--- config.mk ---
export PLATFORM = sky130hd
export DESIGN_NAME = dbg_cmd_sched
export DESIGN_NICKNAME = d
export VERILOG_FILES = /design/src/rtl/dbg_cmd_sched.sv
export SDC_FILE = /design/constraint.sdc
export NUM_CORES = 1
export LEC_CHECK = 0
export CORE_UTILIZATION = 40
export CTS_CLUSTER_SIZE = 8
export DETAILED_ROUTE_END_ITERATION = 16
export PLACE_DENSITY = 0.71
export SLEW_MARGIN = 25
export SYNTH_ARGS = -nofsm -noshare
export SYNTH_HDL_FRONTEND = slang
export SYNTH_SLANG_ARGS = --single-unit
export TNS_END_PERCENT = 30
--- constraint.sdc ---
create_clock -name CLOCK_50 -period 3.22 [get_ports CLOCK_50]
set_input_delay 0.644 -clock CLOCK_50 [delete_from_list [all_inputs] [get_ports CLOCK_50]]
set_output_delay 0.644 -clock CLOCK_50 [all_outputs]
set_load 0.05 [all_outputs]
--- src/rtl/dbg_cmd_sched.sv ---
// Command scheduler that accepts one host command stream and issues each command to one dbg_guv,
// or to every guv in turn for a broadcast. Each output handshake is bounded by a timeout.
module dbg_cmd_sched #(
  parameter int NUM_GUV    = 5,
  parameter int ADDR_WIDTH = 3,
  parameter int TIMEOUT    = 255,
  parameter int CNT_WIDTH  = 16
) (
  input  logic                  CLOCK_50,
  input  logic                  rst,
  input  logic [31:0]           cmd_in_TDATA,
  input  logic                  cmd_in_TVALID,
  output logic                  cmd_in_TREADY,
  output logic [31:0]           cmd_out_TDATA,
  output logic [NUM_GUV-1:0]    cmd_out_TVALID,
  input  logic [NUM_GUV-1:0]    cmd_out_TREADY,
  input  logic                  err_clr,
  output logic                  busy,
  output logic                  err_timeout,
  output logic                  err_badaddr,
  output logic [ADDR_WIDTH-1:0] last_target,
  output logic [CNT_WIDTH-1:0]  done_cnt
);

  localparam int WAIT_W = (TIMEOUT > 1) ? $clog2(TIMEOUT) : 1;

  typedef enum logic [1:0] {S_IDLE, S_ISSUE, S_NEXT} state_t;

  state_t                r_state, w_state_nxt;
  logic [ADDR_WIDTH-1:0] r_idx, w_idx_nxt;
  logic                  r_bcast, w_bcast_nxt;
  logic [WAIT_W-1:0]     r_wait;
  logic                  r_in_tready, w_in_tready_nxt;
  logic [NUM_GUV-1:0]    r_out_tvalid, w_out_tvalid_nxt;
  logic                  r_busy, w_busy_nxt;
  logic [31:0]           r_tdata;
  logic                  r_err_timeout, r_err_badaddr;
  logic [ADDR_WIDTH-1:0] r_last_target;
  logic [CNT_WIDTH-1:0]  r_done_cnt;

  logic [ADDR_WIDTH-1:0] w_tgt;
  logic                  w_accept, w_tgt_ok, w_tgt_bc, w_hs, w_expire;

  assign w_tgt    = cmd_in_TDATA[31 -: ADDR_WIDTH];
  assign w_accept = (r_state == S_IDLE) && cmd_in_TVALID && r_in_tready;
  assign w_tgt_ok = (w_tgt < ADDR_WIDTH'(NUM_GUV));
  assign w_tgt_bc = &w_tgt;
  // The registered valid is one-hot on r_idx, so masking with it ignores unselected readies.
  assign w_hs     = (r_state == S_ISSUE) && ((cmd_out_TREADY & r_out_tvalid) != '0);
  assign w_expire = (r_state == S_ISSUE) && !w_hs && (r_wait == WAIT_W'(TIMEOUT - 1));

  always_ff @(posedge CLOCK_50) begin
    if (rst) begin
      r_state       <= S_IDLE;
      r_idx         <= '0;
      r_bcast       <= 1'b0;
      r_wait        <= '0;
      r_in_tready   <= 1'b0;
      r_out_tvalid  <= '0;
      r_busy        <= 1'b0;
      r_tdata       <= '0;
      r_err_timeout <= 1'b0;
      r_err_badaddr <= 1'b0;
      r_last_target <= '0;
      r_done_cnt    <= '0;
    end else begin
      r_state      <= w_state_nxt;
      r_idx        <= w_idx_nxt;
      r_bcast      <= w_bcast_nxt;
      r_wait       <= (r_state == S_ISSUE && w_state_nxt == S_ISSUE) ? r_wait + WAIT_W'(1) : '0;
      r_in_tready  <= w_in_tready_nxt;
      r_out_tvalid <= w_out_tvalid_nxt;
      r_busy       <= w_busy_nxt;
      if (w_accept && (w_tgt_ok || w_tgt_bc))
        r_tdata <= cmd_in_TDATA;
      if (w_hs) begin
        r_done_cnt    <= r_done_cnt + CNT_WIDTH'(1);
        r_last_target <= r_idx;
      end
      // A new error event in the same cycle as err_clr keeps the flag set.
      r_err_timeout <= w_expire || (r_err_timeout && !err_clr);
      r_err_badaddr <= (w_accept && !w_tgt_ok && !w_tgt_bc) || (r_err_badaddr && !err_clr);
    end
  end

  always_comb begin
    w_state_nxt = r_state;
    w_idx_nxt   = r_idx;
    w_bcast_nxt = r_bcast;
    case (r_state)
      S_IDLE: begin
        if (w_accept && w_tgt_ok) begin
          w_state_nxt = S_ISSUE;
          w_idx_nxt   = w_tgt;
          w_bcast_nxt = 1'b0;
        end else if (w_accept && w_tgt_bc) begin
          w_state_nxt = S_ISSUE;
          w_idx_nxt   = '0;
          w_bcast_nxt = 1'b1;
        end
      end
      S_ISSUE: begin
        if (w_hs || w_expire)
          w_state_nxt = S_NEXT;
      end
      S_NEXT: begin
        if (r_bcast && (r_idx < ADDR_WIDTH'(NUM_GUV - 1))) begin
          w_state_nxt = S_ISSUE;
          w_idx_nxt   = r_idx + ADDR_WIDTH'(1);
        end else begin
          w_state_nxt = S_IDLE;
        end
      end
      default: w_state_nxt = S_IDLE;
    endcase
  end

  always_comb begin
    w_in_tready_nxt  = (w_state_nxt == S_IDLE);
    w_busy_nxt       = (w_state_nxt != S_IDLE);
    w_out_tvalid_nxt = '0;
    if (w_state_nxt == S_ISSUE)
      w_out_tvalid_nxt = NUM_GUV'(1) << w_idx_nxt;
  end

  assign cmd_in_TREADY  = r_in_tready;
  assign cmd_out_TDATA  = r_tdata;
  assign cmd_out_TVALID = r_out_tvalid;
  assign busy           = r_busy;
  assign err_timeout    = r_err_timeout;
  assign err_badaddr    = r_err_badaddr;
  assign last_target    = r_last_target;
  assign done_cnt       = r_done_cnt;

endmodule

==> out/qor.yml <==
status:
  status: "complete, no violations"
logic_synthesis:
  ys_types: 56
  synth_flop_cell: "dfxtp_1"
  netlist_area_um2: 3110
  synth-seq-cells: 74
  synth_top_area_share_pct: 47.7
  yosysTopAreaCell: "dfxtp_1"
  synthesis.nets: 406
  async_reset_ff_share_pct: 0
  synth_edf_count: 0
  synth_cells: 361
  seq_area_frac_synth_pct: 47.7
  yosys_warnings: 0
  synthTopCellsByArea: "dfxtp_1, nand2_1, a21oi_1, nor2_1, o31ai_1"
  avgSynthCellArea_um2: 8.61
worst_hold_path:
  hold_path.class: "reg2reg"
  hold_depth: 2
  min-delay-start: "cmd_out_TDATA[24]"
  whs_endpoint: "cmd_out_TDATA[24]"
route:
  routed_wl_um: 7640
  avgViaCountPerCell: 5.21
  drt_first_iter_violations: 133
  drt_first_pass_iters: 4
  ant_nets: 0
  drt-wirelength-per-cell_um: 13.6
  drc: 0
  vias: 2923
clock_network:
  clk_pin_slew_ps: 80
  clockBufferDepth: 2
  cts_setup_buffers: 0
  h-tree-depth: 3
  cts_buffers: 9
  clock_latency_ps: 340
  postCtsResizedCells: 0
  hold_buffers: 0
  cts_root_buf: "clkbuf_8"
  cts_tree: "done"
  numClockSinks: 74
worst_setup_path:
  critPathMostFrequentCell: "a2111oi_0"
  crit_cells: 5
  path_buf_inv: 1
  slowest_stage: "a2111oi_0"
  critPathMaxFanout: 9
  worstRegToRegCells: 4
  required_ps: 3440
  path_delay_family: "compound AO/OA/AOI/OAI gates"
  startpoint_type: "input pin"
  crit_chain: "clkdlybuf4s50_1 -> and4b_1 -> a2111oi_0 -> a2bb2oi_1 -> a2111oi_0"
  r2r-end: "done_cnt[15]"
  endpoint_kind: "flip-flop"
  reg2reg_from: "r_state[0]"
  max_stage_delay_ps: 640
  cp_data_arrival_time_ps: 2680
  critPathKind: "in2reg"
  r2r_slack_ps: 1140
final_layout:
  final_cell_mix: "clkdlybuf4s50_1, nand2_1, dfxtp_1"
  fin_util_pct: 59.9
  final_area_um2: 4420
  mostFrequentLayoutCell: "clkdlybuf4s50_1"
  drive_gt1_share_pct: 7.36
  area_delta_synth_final_pct: 42.2
  nets: 502
  n_antenna_cell: 0
placement:
  io_buffer_count: 100
  gp_congestion: 0.821
  hpwlAfterDp_um: 5340
  dp_worst_setup_slack_ps: 448
  place_area_um2: 4140
sta:
  worst_pin_slew_ps: 694
  slew_headroom_pct: 52.5
  min_period_ps: 2460
  timing.hold.ws_ps: 455
  finClkSkew_ps: 5.73
  rsz0062_at_grt: "no"
  fmax_ghz: 0.407
  fin_ws_ps: 762
  hold_viol_final: 0
  maxSlewViolCount: 0
  setup_tns_ps: 0
  finalSetupViolations: 0
  post-route-period-util_pct: 76.3
job:
  drv_cap: 0
grt:
  grt.overflow.total: 0
  antenna_found_initial: 0
  grt_max_degree: 32
  grt_pass1_vias: 2747
  grt_pass1_wl_um: 12800
  track_usage_pct: 19.2
power_and_ir_drop:
  vdd_drop_max_v: 0.000336
  cellPowerDensity_nw_per_um2: 516
  p_leak_nw: 1.50
floorplanning:
  dieArea_um2: 8120
  start_util_pct: 42.2
  placementRows: 31
  chipWidth_um: 90.1
  dieHeight_um: 90.1
  boundaryPins: 101
  core_region_area_um2: 7370
## worst max-delay path by stage
| stage | to | slack, ps | startpoint |
|---|---|---|---|
| floorplan | done_cnt[15] | 1010 | cmd_out_TVALID[1] |
| global placement | cmd_out_TVALID[2] | 550 | cmd_in_TDATA[29] |
| detailed placement | cmd_out_TVALID[0] | 450 | cmd_in_TDATA[29] |
| CTS | cmd_out_TVALID[0] | 820 | cmd_in_TDATA[29] |
| global route | cmd_out_TVALID[0] | 600 | cmd_in_TDATA[29] |
| finish | cmd_out_TVALID[0] | 760 | cmd_in_TDATA[29] |
## worst register-to-register path, cell delays in order (launching register included)
cell      delay [ps]
dfxtp_1          480
nand2b_1         270
a2111o_1         550
nor4_1           300
mux2_2           370
## cell usage after synthesis, types with 2 or more instances
| cell | count |
|---|---|
| nand2_1 | 80 |
| dfxtp_1 | 74 |
| a21oi_1 | 48 |
| nor2_1 | 22 |
| nand3_1 | 12 |
| clkbuf_1 | 10 |
| inv_1 | 10 |
| o31ai_1 | 9 |
| or4_1 | 8 |
| xor2_1 | 6 |
| a2111oi_0 | 5 |
| xnor2_1 | 5 |
| a211oi_1 | 4 |
| buf_2 | 4 |
| ha_1 | 4 |
| nand4_1 | 4 |
| o21ai_0 | 4 |
| a31oi_1 | 3 |
| buf_6 | 3 |
| or3_1 | 3 |
| a21o_1 | 2 |
| a22o_1 | 2 |
| a32oi_1 | 2 |
| and3_1 | 2 |
| and4bb_2 | 2 |
| clkbuf_8 | 2 |
| nand2b_1 | 2 |
## routing by layer
layer | routed length [um] | vias to the layer above | global-route usage (%)
li1 | - | 1466 | -
met1 | 3360 | 1355 | 23.4
met2 | 3570 | 96 | 31.2
met3 | 652 | 6 | 7.61
met4 | 57 | 0 | 6.05
met5 | 0 | - | 0
## final cells by class
type	instances	area [um^2]
clock buffers	10	138
clock inverters	6	138
fillers	672	2950
inverters	10	37.5
multi-input cells	256	1460
flip-flops and latches	74	1480
well taps	99	124
repair buffers	106	1040
## per-stage QoR
step	total power [W]	cells
after floorplan	0.00120	361
after global placement	0.00133	545
after detailed placement	0.00133	545
after CTS	0.00231	561
after global routing	0.00237	561
final	0.00228	561
## logic make-up (layout without fill, tap and decap cells)
group / after synthesis / after routing / share of synthesized area (%)
flip-flops: 74 / 74 / 47.7
XOR/XNOR: 11 / 11 / 3.10
AO/OA/AOI/OAI: 94 / 94 / 19.8
buffers and inverters: 31 / 132 / 5.40
multiplexers: 1 / 1 / 0.362
adder cells (fa/ha/maj): 4 / 4 / 1.61
AND/OR/NAND/NOR: 146 / 146 / 22.1
## state kept, by name (all words and copies together), names as in the netlist
register,flops
r_idx,3
cmd_out_TDATA,32
err_badaddr,1
r_state,2
busy,1
r_bcast,1
done_cnt,16
cmd_out_TVALID,5
r_wait,8
last_target,3
cmd_in_TREADY,1
err_timeout,1
## power breakdown
| part | internal [W] | switching (W) |
|---|---|---|
| registers | 0.000947 | 0.0000247 |
| clock network | 0.000617 | 0.000355 |
| logic | 0.000133 | 0.000204 |
| total | 0.00170 | 0.000584 |
Note: power is estimated with default switching activity, not from simulation.
